$ cat config.mk
export PLATFORM = sky130hd
export DESIGN_NAME = maria_bus_arbiter_flat
export DESIGN_NICKNAME = d
export VERILOG_FILES = /design/src/rtl/atari7800_pkg.sv /design/src/rtl/maria_bus_arbiter_if.sv /design/src/rtl/maria_bus_arbiter.sv /design/src/flat_wrapper.sv
export SDC_FILE = /design/constraint.sdc
export NUM_CORES = 1
export LEC_CHECK = 0
export BUFFER_PORTS_ARGS = -buffer_cell sky130_fd_sc_hd__buf_2
export CORE_ASPECT_RATIO = 0.8
export CORE_UTILIZATION = 29
export DETAILED_ROUTE_END_ITERATION = 6
export SYNTH_ARGS = -nofsm -noshare
export SYNTH_HDL_FRONTEND = slang
export SYNTH_SLANG_ARGS = --single-unit
export TNS_END_PERCENT = 20
$ cat constraint.sdc
create_clock -name sysclock -period 5.61 [get_ports sysclock]
set_input_delay 0.2805 -clock sysclock [delete_from_list [all_inputs] [get_ports sysclock]]
set_output_delay 0.2805 -clock sysclock [all_outputs]
set_load 0.005 [all_outputs]
$ cat src/rtl/atari7800_pkg.sv
// Shared Atari 7800 definitions: bus arbiter state encoding and default timing
// constants for the SALLY / MARIA bus hand-over.
package atari7800_pkg;

    // Arbiter states; the encoding is exposed on state_dbg, so keep it fixed.
    typedef enum logic [1:0] {
        ARB_CPU     = 2'd0,
        ARB_HALTING = 2'd1,
        ARB_DMA     = 2'd2,
        ARB_TURN    = 2'd3
    } arb_state_t;

    // pclk0 ticks between HALT going low and the CPU being considered off the bus.
    localparam int HALT_LAT_DEF = 2;

    // sysclock cycles of bus turnaround after a DMA window.
    localparam int TURN_CYC_DEF = 1;

    // Longest DMA grant in sysclock cycles before the watchdog takes the bus back.
    localparam int MAX_DMA_DEF = 511;

    // Watchdog counter width; must satisfy 2**CW > MAX_DMA.
    localparam int CW_DEF = 9;

    // Cycle-count parameters of zero are treated as one, so every wait state
    // lasts at least one cycle.
    function automatic int at_least_one(input int n);
        return (n < 1) ? 1 : n;
    endfunction

endpackage

$ cat src/rtl/maria_bus_arbiter_if.sv
// Control signals between the bus arbiter and its surroundings: the CPU core
// (halt_b/rdy), memory_map (drive_AB, WSYNC pulse) and the MARIA DMA engine.
interface maria_bus_arbiter_if;

    logic       pclk0;
    logic       deassert_ready;
    logic       line_start;
    logic       dma_en;
    logic       dma_req;
    logic       dma_done;

    logic       halt_b;
    logic       rdy;
    logic       drive_AB;
    logic       dma_grant;
    logic       dma_timeout;
    logic [1:0] state_dbg;

    // The arbiter itself: takes requests and timing strobes, drives bus ownership.
    modport slave (
        input  pclk0,
        input  deassert_ready,
        input  line_start,
        input  dma_en,
        input  dma_req,
        input  dma_done,
        output halt_b,
        output rdy,
        output drive_AB,
        output dma_grant,
        output dma_timeout,
        output state_dbg
    );

    // The environment around the arbiter: raises requests, observes ownership.
    modport master (
        output pclk0,
        output deassert_ready,
        output line_start,
        output dma_en,
        output dma_req,
        output dma_done,
        input  halt_b,
        input  rdy,
        input  drive_AB,
        input  dma_grant,
        input  dma_timeout,
        input  state_dbg
    );

endinterface

$ cat src/rtl/maria_bus_arbiter.sv
// Shared system bus arbiter between SALLY (6502) and MARIA DMA.
// Each DMA request runs CPU -> HALTING -> DMA -> TURN -> CPU, so there is always
// a turnaround cycle before the CPU gets the bus back. The WSYNC ready stall runs
// alongside the arbiter and only affects rdy.
module maria_bus_arbiter
    import atari7800_pkg::*;
#(
    parameter int HALT_LAT = HALT_LAT_DEF,
    parameter int TURN_CYC = TURN_CYC_DEF,
    parameter int MAX_DMA  = MAX_DMA_DEF,
    parameter int CW       = CW_DEF
) (
    input  logic                  sysclock,
    input  logic                  reset_b,
    maria_bus_arbiter_if.slave    bus
);

    // Zero-length parameters become one cycle, so every state has a defined exit.
    localparam int HALT_EFF = at_least_one(HALT_LAT);
    localparam int TURN_EFF = at_least_one(TURN_CYC);
    localparam int MAX_EFF  = at_least_one(MAX_DMA);

    localparam int HW = $clog2(HALT_EFF + 1);
    localparam int TW = $clog2(TURN_EFF + 1);

    localparam logic [HW-1:0] HALT_LAST = HW'(HALT_EFF - 1);
    localparam logic [TW-1:0] TURN_LAST = TW'(TURN_EFF - 1);
    localparam logic [CW-1:0] WD_LAST   = CW'(MAX_EFF - 1);
    localparam logic [CW-1:0] WD_MAX    = CW'(MAX_EFF);

    arb_state_t    state;
    arb_state_t    state_next;
    logic [HW-1:0] halt_cnt;
    logic [TW-1:0] turn_cnt;
    logic [CW-1:0] wd_cnt;
    logic          wd_fire;
    logic          stall;
    logic          timeout_flag;

    // Next-state decode: request qualification, halt latency, DMA end or watchdog, turnaround.
    always_comb begin
        state_next = state;
        wd_fire    = 1'b0;
        case (state)
            ARB_CPU: begin
                if (bus.dma_req && bus.dma_en) begin
                    state_next = ARB_HALTING;
                end
            end
            ARB_HALTING: begin
                if (!bus.dma_req) begin
                    state_next = ARB_TURN;
                end else if (bus.pclk0 && (halt_cnt == HALT_LAST)) begin
                    state_next = ARB_DMA;
                end
            end
            ARB_DMA: begin
                if (bus.dma_done) begin
                    state_next = ARB_TURN;
                end else if (wd_cnt == WD_LAST) begin
                    state_next = ARB_TURN;
                    wd_fire    = 1'b1;
                end
            end
            ARB_TURN: begin
                if (turn_cnt == TURN_LAST) begin
                    state_next = ARB_CPU;
                end
            end
            default: begin
                state_next = ARB_CPU;
            end
        endcase
    end

    // State register plus halt/turn/watchdog counters, WSYNC stall and sticky timeout.
    always_ff @(posedge sysclock or negedge reset_b) begin
        if (!reset_b) begin
            state        <= ARB_CPU;
            halt_cnt     <= '0;
            turn_cnt     <= '0;
            wd_cnt       <= '0;
            stall        <= 1'b0;
            timeout_flag <= 1'b0;
        end else begin
            state <= state_next;

            if (state == ARB_HALTING && state_next == ARB_HALTING) begin
                if (bus.pclk0) begin
                    halt_cnt <= halt_cnt + 1'b1;
                end
            end else begin
                halt_cnt <= '0;
            end

            if (state == ARB_TURN && state_next == ARB_TURN) begin
                turn_cnt <= turn_cnt + 1'b1;
            end else begin
                turn_cnt <= '0;
            end

            if (state == ARB_DMA && state_next == ARB_DMA) begin
                if (wd_cnt != WD_MAX) begin
                    wd_cnt <= wd_cnt + 1'b1;
                end
            end else begin
                wd_cnt <= '0;
            end

            if (wd_fire) begin
                timeout_flag <= 1'b1;
            end

            if (bus.pclk0 && bus.deassert_ready) begin
                stall <= 1'b1;
            end else if (bus.line_start) begin
                stall <= 1'b0;
            end
        end
    end

    // Outputs decode straight from flops, so every one is a registered value.
    assign bus.halt_b      = (state == ARB_CPU);
    assign bus.drive_AB    = (state == ARB_DMA);
    assign bus.dma_grant   = (state == ARB_DMA);
    assign bus.rdy         = ~stall;
    assign bus.dma_timeout = timeout_flag;
    assign bus.state_dbg   = state;

endmodule

$ cat src/flat_wrapper.sv
// flat-port wrapper written by rule: the top's interface ports become plain ports
module maria_bus_arbiter_flat import atari7800_pkg::*;
#(
    parameter int HALT_LAT = HALT_LAT_DEF,
    parameter int TURN_CYC = TURN_CYC_DEF,
    parameter int MAX_DMA  = MAX_DMA_DEF,
    parameter int CW       = CW_DEF
)
  (sysclock, reset_b, bus_pclk0, bus_deassert_ready, bus_line_start, bus_dma_en, bus_dma_req, bus_dma_done, bus_halt_b, bus_rdy, bus_drive_AB, bus_dma_grant, bus_dma_timeout, bus_state_dbg);
  maria_bus_arbiter_if bus_i ();
  input  logic sysclock;
  input  logic reset_b;
  input wire logic [$bits(bus_i.pclk0)-1:0] bus_pclk0;
  input wire logic [$bits(bus_i.deassert_ready)-1:0] bus_deassert_ready;
  input wire logic [$bits(bus_i.line_start)-1:0] bus_line_start;
  input wire logic [$bits(bus_i.dma_en)-1:0] bus_dma_en;
  input wire logic [$bits(bus_i.dma_req)-1:0] bus_dma_req;
  input wire logic [$bits(bus_i.dma_done)-1:0] bus_dma_done;
  output wire logic [$bits(bus_i.halt_b)-1:0] bus_halt_b;
  output wire logic [$bits(bus_i.rdy)-1:0] bus_rdy;
  output wire logic [$bits(bus_i.drive_AB)-1:0] bus_drive_AB;
  output wire logic [$bits(bus_i.dma_grant)-1:0] bus_dma_grant;
  output wire logic [$bits(bus_i.dma_timeout)-1:0] bus_dma_timeout;
  output wire logic [$bits(bus_i.state_dbg)-1:0] bus_state_dbg;
  assign bus_i.pclk0 = bus_pclk0;
  assign bus_i.deassert_ready = bus_deassert_ready;
  assign bus_i.line_start = bus_line_start;
  assign bus_i.dma_en = bus_dma_en;
  assign bus_i.dma_req = bus_dma_req;
  assign bus_i.dma_done = bus_dma_done;
  assign bus_halt_b = bus_i.halt_b;
  assign bus_rdy = bus_i.rdy;
  assign bus_drive_AB = bus_i.drive_AB;
  assign bus_dma_grant = bus_i.dma_grant;
  assign bus_dma_timeout = bus_i.dma_timeout;
  assign bus_state_dbg = bus_i.state_dbg;
  maria_bus_arbiter #(.HALT_LAT(HALT_LAT), .TURN_CYC(TURN_CYC), .MAX_DMA(MAX_DMA), .CW(CW)) u_core (.sysclock(sysclock), .reset_b(reset_b), .bus(bus_i));
endmodule
# Word-level counts from Yosys, hierarchy flattened

Cells that the tools add are included.

Add/subtract/negate cells: 3
Reduce and logical (&&, ||, !) cells: 8
Muxes and demuxes: 17
Bitwise gates (word level): 1
Equal/unequal tests: 11

Operators with widths:

| cell                  | count |
|---|---|
| $mux W9               | 2 |
| $mux W2               | 8 |
| $add A9 B1 Y9 const B | 1 |
| $eq A9 B9 Y1 const B  | 1 |
| $ne A9 B9 Y1 const B  | 1 |
| $eq A2 B2 Y1 const B  | 4 |
| $pmux W2 S4           | 1 |
| $eq A2 B1 Y1 const B  | 3 |
| $logic_and A1 B1 Y1   | 6 |
| $mux W1               | 6 |
| $ne A2 B2 Y1 const B  | 2 |
| $add A2 B1 Y2 const B | 1 |
| $logic_not A2 Y1      | 1 |
| $reduce_bool A2 Y1    | 1 |
| $add A1 B1 Y1 const B | 1 |
| $not A1 Y1            | 1 |

Input port bits: 8
Register bits: 16
Output and inout bits: 7
Logic and storage cells: 46

# Depth between registers and ports, before layout

Gate-level depths: netlist of run 1.

Depth in word-level cells: 8
Depth in mapped cells: 8
Depth with buffers taken out: 7

# Least setup slack after synthesis of run 1

OpenSTA, ideal clock, no wires.

Path kind: flip-flop to flip-flop
Start point: register u_core.wd_cnt[0]
End point: register u_core.wd_cnt[3]
Buffers on the path: 1
Required time: 5,532 ps
Clock period less this slack: 1,789 ps
Arrival: 1,711 ps
Cell stages (with the launch flop): 8
Path slack: 3,821 ps
Library setup time: 78 ps
Path through: dfrtp_1 ha_1 and3_1 ha_1 buf_2 nand3b_1 or3_1 a21oi_1

Word-level cells in the longest chain between the ends: 7
Elaborated cells between the ends (all ways): 11
Classes of those cells: add/sub: 1; eq/ne: 4; mux: 5; reduce/logical: 1

Ends and longest elaborated chain:

| what                                                     | line                     | text |
|---|---|---|
| from (decl)                                              | maria_bus_arbiter.sv:35  | `logic [CW-1:0] wd_cnt;` |
| from (signal assigned)                                   | maria_bus_arbiter.sv:104 | `wd_cnt <= wd_cnt + 1'b1;` |
| $eq A9 B9 Y1                                             | maria_bus_arbiter.sv:60  | `end else if (wd_cnt == WD_LAST) begin` |
| $mux W2                                                  | maria_bus_arbiter.sv:60  |  |
| $mux W2                                                  | maria_bus_arbiter.sv:58  | `if (bus.dma_done) begin` |
| $pmux W2 S4                                              | maria_bus_arbiter.sv:44  | `case (state)` |
| $eq A2 B2 Y1                                             | maria_bus_arbiter.sv:102 | `if (state == ARB_DMA && state_next == ARB_DMA) begin` |
| $logic_and A1 B1 Y1                                      | maria_bus_arbiter.sv:102 |  |
| $ne A2 B2 Y1 (no line) / $mux W9 (equally long branches) | --                       |  |

Several ways; a longest one is shown, not always the timed one. The select of a mux whose other input is x is not followed.
A chain may end at the register's enable or synchronous reset.

# Worst setup path after layout of run 1

Start point: register u_core.wd_cnt[3]
End point: register u_core.wd_cnt[3]

Same word-level chain as after synthesis.

==> run metrics, run 1 <==
Rows=17; Syn Inst Count=84; Clock transition at path regs=0.06 ns; Synth Flop Type=dfrtp_1; via/cell ratio=4.62; Top delay family on crit path=simple AND/OR/NAND/NOR gates; Post-CTS Setup Repair Bufs=0; Vias=642; GPL Wtd Cong=0.844; synth warn=0; per-cell routed wire length=11.1 um; slowest CP cell=dfrtp_1; worst slew pin tran=0.514 ns; Rel. slew slack=65.6%; area of the mapped netlist=868 um^2; Syn-to-layout area delta=19.6%; vias in the first global route=594; setup slack after layout=3.70 ns; fill count=297; Final HPWL DP=1200 um; Crit Path Category=register to register; starting DRC count in detailed routing=9; status=finished, final reports clean; Core Footprint=2810 um^2; crit path launch type=register; final setup TNS=0 ns; total clock sinks=16; WP buf/inv=0; Yosys cell types=33; share of cells above drive strength 1=23.8%; RSZ-0062 raised after global routing=false; Post-synth EDFFs=0; die height=50.9 um; Post-Syn Nets=96; DP Worst Slack=3.73 ns; Layout Nets=114; critical path cell sequence=nand4_4 -> nor2_1 -> and3_1 -> ha_1 -> nand3b_1 -> or3_1 -> a21oi_1; first-pass detailed-route iteration total=4; syn avg cell area=10.3 um^2; GRT Total Usage=10.9%; Final Hold Fails=0; IO Pins=15; Critical Path RT=5.78 ns; PwrDens=302 nW/um^2; clk_lat worst skew=0.25 ns; Tmin final=1.91 ns; Arrival @ worst endpoint=2.08 ns; antenna cells=0; Pwr Total=314 uW; first-pass GRT wire length=2570 um; Post-CTS Hold Fix Bufs=1; Max H-tree Level=1; pin count of the biggest net entering global routing=17; CTS Buffer Depth=2; reg-to-reg slack, setup=3.70 ns; final core occ=37.0%; WL final=1550 um; Post-synth ARST share=100%; IO buf count=14; Die Wd=63.2 um; # resized after CTS=0; CTS root buf=clkbuf_8; fmax=0.525 GHz; VDD IR-drop max=218 uV; CTS buffer count=3; antenna viol nets, final=0; Max Cap Viol=0; DRC errors left=0; global route total overflow=0; # setup viols final=0; Die Area=3220 um^2; register area share after synthesis=46.1%; Worst Path Max Fanout=8; CTS tree=done; Starting Density=30.9%; initial antenna violation count=0; final period utilization=34.0%; Final Max Tran Viols=0; Fin Clk Skew=0.00113 ns; slowest cell delay on critical path=0.45 ns; Yosys reg bits=16; Hold Crit Class=primary input to register; static leakage=0.482 nW; Setup crit end kind=register
==> through the flow <==
step / std cells / cell area, um^2 / hold slack [ns]
after floorplan: 84 / 868 / -0.0151
after global placement: 134 / 973 / 0.218
after detailed placement: 134 / 973 / 0.211
after CTS: 139 / 1040 / 0.226
after global routing: 139 / 1040 / 0.242
final: 139 / 1040 / 0.224
==> worst paths after layout <==
| path | depth (start not counted) | start | end |
|---|---|---|---|
| max | 7 | u_core.wd_cnt[3] | u_core.wd_cnt[3] |
| min reg2reg | 1 | u_core.bus.dma_timeout | u_core.bus.dma_timeout |
| min | 2 | bus_line_start | u_core.stall |
| min in group asynchronous | 2 | reset_b | u_core.wd_cnt[8] |
| max reg2reg | 7 | u_core.wd_cnt[3] | u_core.wd_cnt[3] |
| max in group asynchronous | 2 | reset_b | u_core.wd_cnt[7] |
==> cell usage after synthesis, types with 2 or more instances <==
cell | count | area share, %
ha_1 | 4 | 5.8
nand2_1 | 5 | 2.2
inv_1 | 5 | 2.2
mux2i_1 | 3 | 3.5
o21ai_0 | 2 | 1.2
nand3_1 | 2 | 1.2
and3b_1 | 2 | 2.0
dfrtp_1 | 16 | 46
a21oi_1 | 4 | 2.3
nor2b_1 | 2 | 1.4
nor2_1 | 13 | 5.6
and3_1 | 2 | 1.4
xor2_1 | 2 | 2.0
nand3b_1 | 3 | 2.6
==> flip-flops by register name, indices dropped and copies added (netlist names) <==
name                    flops
u_core.stall                1
u_core.bus.dma_timeout      1
u_core.halt_cnt             2
u_core.turn_cnt             1
u_core.bus.state_dbg        2
u_core.wd_cnt               9
==> worst reg2reg max path, stage by stage (launching register included) <==
cell and delay (ns):
dfrtp_1 0.45, nand4_4 0.15, nor2_1 0.06, and3_1 0.18, ha_1 0.27, nand3b_1 0.24, or3_1 0.33, a21oi_1 0.15
==> cell type report <==
class / count / area (um^2) / share of cell area [%]
Timing Repair Buffer: 15 / 80.1 / 7.71
Clock buffer: 4 / 55.1 / 5.30
Sequential cell: 16 / 400 / 38.6
Multi-Input combinational cell: 61 / 437 / 42.0
Inverter: 5 / 18.8 / 1.81
Tap cell: 38 / 47.5 / 4.58
==> cell usage in the layout, fill, tap and decap left out, types with 2 or more instances in the layout <==
cell and n:
dfrtp_1 16, buf_2 14, nor2_1 13, inv_1 5
nand2_1 5, a21oi_1 4, ha_1 4, clkbuf_8 4
nand3b_1 3, mux2i_1 3, nor2b_1 2, nand3_1 2
and3_1 2, and3b_1 2, xor2_1 2, o21ai_0 2
==> per-layer routing <==
| metal | part of all wire (%) | up-vias | track usage, % |
|---|---|---|---|
| met2 | 44 | 11 | 18.1 |
| met3 | 4.5 | 2 | 4.24 |
| met5 | 0 | - | 0 |
| met4 | 1.6 | 0 | 4.55 |
| met1 | 50 | 301 | 12.5 |
| li1 | - | 328 | - |
==> power breakdown <==
part / switching [mW] / total [mW] / internal [mW]
registers: 0.0153 / 0.142 / 0.127
logic: 0.0347 / 0.0711 / 0.0364
clock network: 0.0384 / 0.101 / 0.0622
==> kinds of logic (layout without fill, tap and decap cells) <==
logic type / after synthesis / after routing / share of synthesized area [%]
fa+ha+maj: 4 / 4 / 5.76
other cells: 1 / 1 / 0.432
compound gates: 15 / 15 / 13.7
simple gates: 35 / 35 / 23.9
xor+xnor: 3 / 3 / 3.03
flops: 16 / 16 / 46.1
buf+inv: 7 / 24 / 3.60
mux: 3 / 3 / 3.46
(Power assumes the default switching activity.)
==> run 2, diff against run 1 <==
- ABC_AREA: not set -> 1
- clock period: 5.61 -> 1.8 ns (I/O delays scaled with it)
==> run 2 against run 1 <==
  * Clock power grew to 2.7 times the previous value
  * Combinational power grew to 3.3 times the previous value
  * Cell count is 19% higher
  * Flip-flop and latch count unchanged
  * Critical path type unchanged
==> run metrics, run 2 <==
Arrival @ worst endpoint=1.86 ns; DP Worst Slack=0.0442 ns; cell taking the most area after synthesis=dfrtp_1; Critical Path RT=1.98 ns; status=finished, final reports clean; CTS root buf=clkbuf_8; Metal-1 WL=793 um; setup slack after layout=0.120 ns; Min Hold Slack=0.0168 ns; Vias=732; final core occ=38.4%; vias in the first global route=697; Synth Flop Type=dfrtp_1; Rows=17; Starting Density=31.1%; most frequent cells in the layout=nand2_1, nor2_1, buf_2, dfrtp_1, inv_1; critical path cell sequence=nand2_2 -> inv_1 -> and3_1 -> ha_1 -> inv_2 -> nand2_2 -> nor2_4 -> nand3_1 -> nand2_1 -> nand2_1 -> nor2_1; per-cell routed wire length=10.1 um; WL final=1670 um; Post-synth ARST share=100%; Yosys cell types=22; static leakage=0.512 nW; Final Hold Fails=0; global route total overflow=0; area of the mapped netlist=875 um^2; Hold Crit Class=primary input to register; final period utilization=93.4%; metal2 WL=760 um; Syn-to-layout area delta=23.3%; Core Footprint=2810 um^2; Final Max Tran Viols=0; slowest cell delay on critical path=0.42 ns; Worst Path Max Fanout=4; fill count=311; GPL Wtd Cong=0.811; Setup crit end kind=register; Met3 Wirelength=64 um; Crit Path Category=register to register; GRT Total Usage=12.7%; max reg flops=9; CTS Buffer Depth=2; FF-to-FF Start=u_core.wd_cnt[3]; starting DRC count in detailed routing=7; DRC errors left=0; worst setup path startpoint=u_core.wd_cnt[3]; register area share after synthesis=45.8%; via/cell ratio=4.44; initial antenna violation count=0; worst r2r dst=u_core.wd_cnt[6]; total clock sinks=16; clk_lat worst skew=0.25 ns; # setup viols final=0; Syn Inst Count=106; slowest CP cell=dfrtp_1; IO buf count=14; pin count of the biggest net entering global routing=17; CP endpoint=u_core.wd_cnt[6]; Final HPWL DP=1260 um; fmax=0.595 GHz; largest register by flop count=u_core.wd_cnt; final setup TNS=0 ns; reg2reg path depth=11; Tmin final=1.68 ns; Yosys reg bits=16; Fin Clk Skew=0.00338 ns; die height=51.1 um; cell count after placement=159; synth cell count leaders=nand2_1, nor2_1, dfrtp_1; Layout Nets=141; antenna viol nets, final=0; Post-Syn Nets=118; PwrDens=870 nW/um^2; IO Pins=15; VDD IR-drop max=536 uV; Die Wd=63.4 um; Clock transition at path regs=0.06 ns; syn avg cell area=8.25 um^2; first-pass detailed-route iteration total=4; synth warn=0; CTS tree=done; antenna cells=0; final cell count without fillers=165; Max H-tree Level=1; Die Area=3240 um^2; reg-to-reg slack, setup=0.12 ns; Post-synth EDFFs=0; synth top area cells=dfrtp_1, nand2_1, nor2_1; count leader, synth=nand2_1; CTS buffer count=3; first-pass GRT wire length=3060 um; top cell type's share of synthesized area=45.8%; share of cells above drive strength 1=24.4%; uppermost layer routed=met4; most common cell after layout, fill and taps aside=nand2_1; crit path launch type=register; Max Cap Viol=0
-- run 2: changes by cell type in the layout (fill, tap and decap cells not counted), sizes merged, moves of 3 or more --
cell | before | now
inv | 5 | 13
nand4 | 2 | 5
nand2 | 5 | 25
nor2 | 13 | 19
nand3b | 3 | 0
buf | 14 | 18
nand3 | 2 | 5
-- run 2: timing repair --
item | in CTS | in global routing
setup buffers | 0 | 2
hold endpoints to repair | 16 | 0
hold buffers | 1 | 0
endpoints found under the setup margin | 0 | 2
resized for setup | 0 | 5
-- run 2: how the worst min path moves through the flow --
stage	startpoint	to	slack, ns	depth (start not counted)
after floorplan	reset_b	u_core.bus.dma_timeout	-0.21	0
after global placement	reset_b	u_core.stall	0.02	1
after detailed placement	reset_b	u_core.stall	0.04	1
after CTS	bus_line_start	u_core.stall	0.02	2
after global routing	bus_line_start	u_core.stall	0.03	2
final	bus_line_start	u_core.stall	0.02	2
-- run 2: layout make-up --
cell class	count	area, um^2	area share (%)
sequential	16	403	37.4
clock buffer	3	41.3	3.83
timing repair buffer	19	110	10.2
multi-input combinational	76	428	39.7
tap	38	47.5	4.41
inverter	13	48.8	4.52
-- run 2: worst max-delay path, delay by kind of cell (launching register included) --
kind	cells	cell delay, ns
and+or+nand+nor	8	0.82
adders and majority gates	1	0.20
DFF	1	0.42
buffers and inverters	2	0.17
-- run 2: where the power goes --
part | switching [mW] | leakage (nW) | internal [mW]
sequential | 0.0386 | 0.211 | 0.393
combinational | 0.139 | 0.280 | 0.0996
clock | 0.120 | 0.0216 | 0.149
-- run 2: cell families (layout without fill, tap and decap cells) --
| group | count (synthesis) | in the layout | synth area share (%) |
|---|---|---|---|
| simple gates | 56 | 56 | 29.0 |
| flops | 16 | 16 | 45.8 |
| buf+inv | 14 | 35 | 6.44 |
| compound gates | 9 | 9 | 6.44 |
| xor+xnor | 5 | 5 | 5.01 |
| fa+ha+maj | 4 | 4 | 5.72 |
| other cells | 1 | 1 | 0.429 |
| mux | 1 | 1 | 1.14 |
-- run 2: metal layers --
metal / GRT usage [%] / up-vias
li1: - / 377
met1: 15.0 / 336
met2: 20.2 / 15
met3: 4.02 / 4
met4: 7.95 / 0
met5: 0 / -
-- run 2: metrics by stage --
step           total power [mW]  area, um^2
2_1_floorplan             0.587         875
3_3_place_gp              0.660        1000
3_5_place_dp              0.670        1000
4_1_cts                   0.944        1050
5_1_grt                    1.00        1080
6_report                  0.939        1080
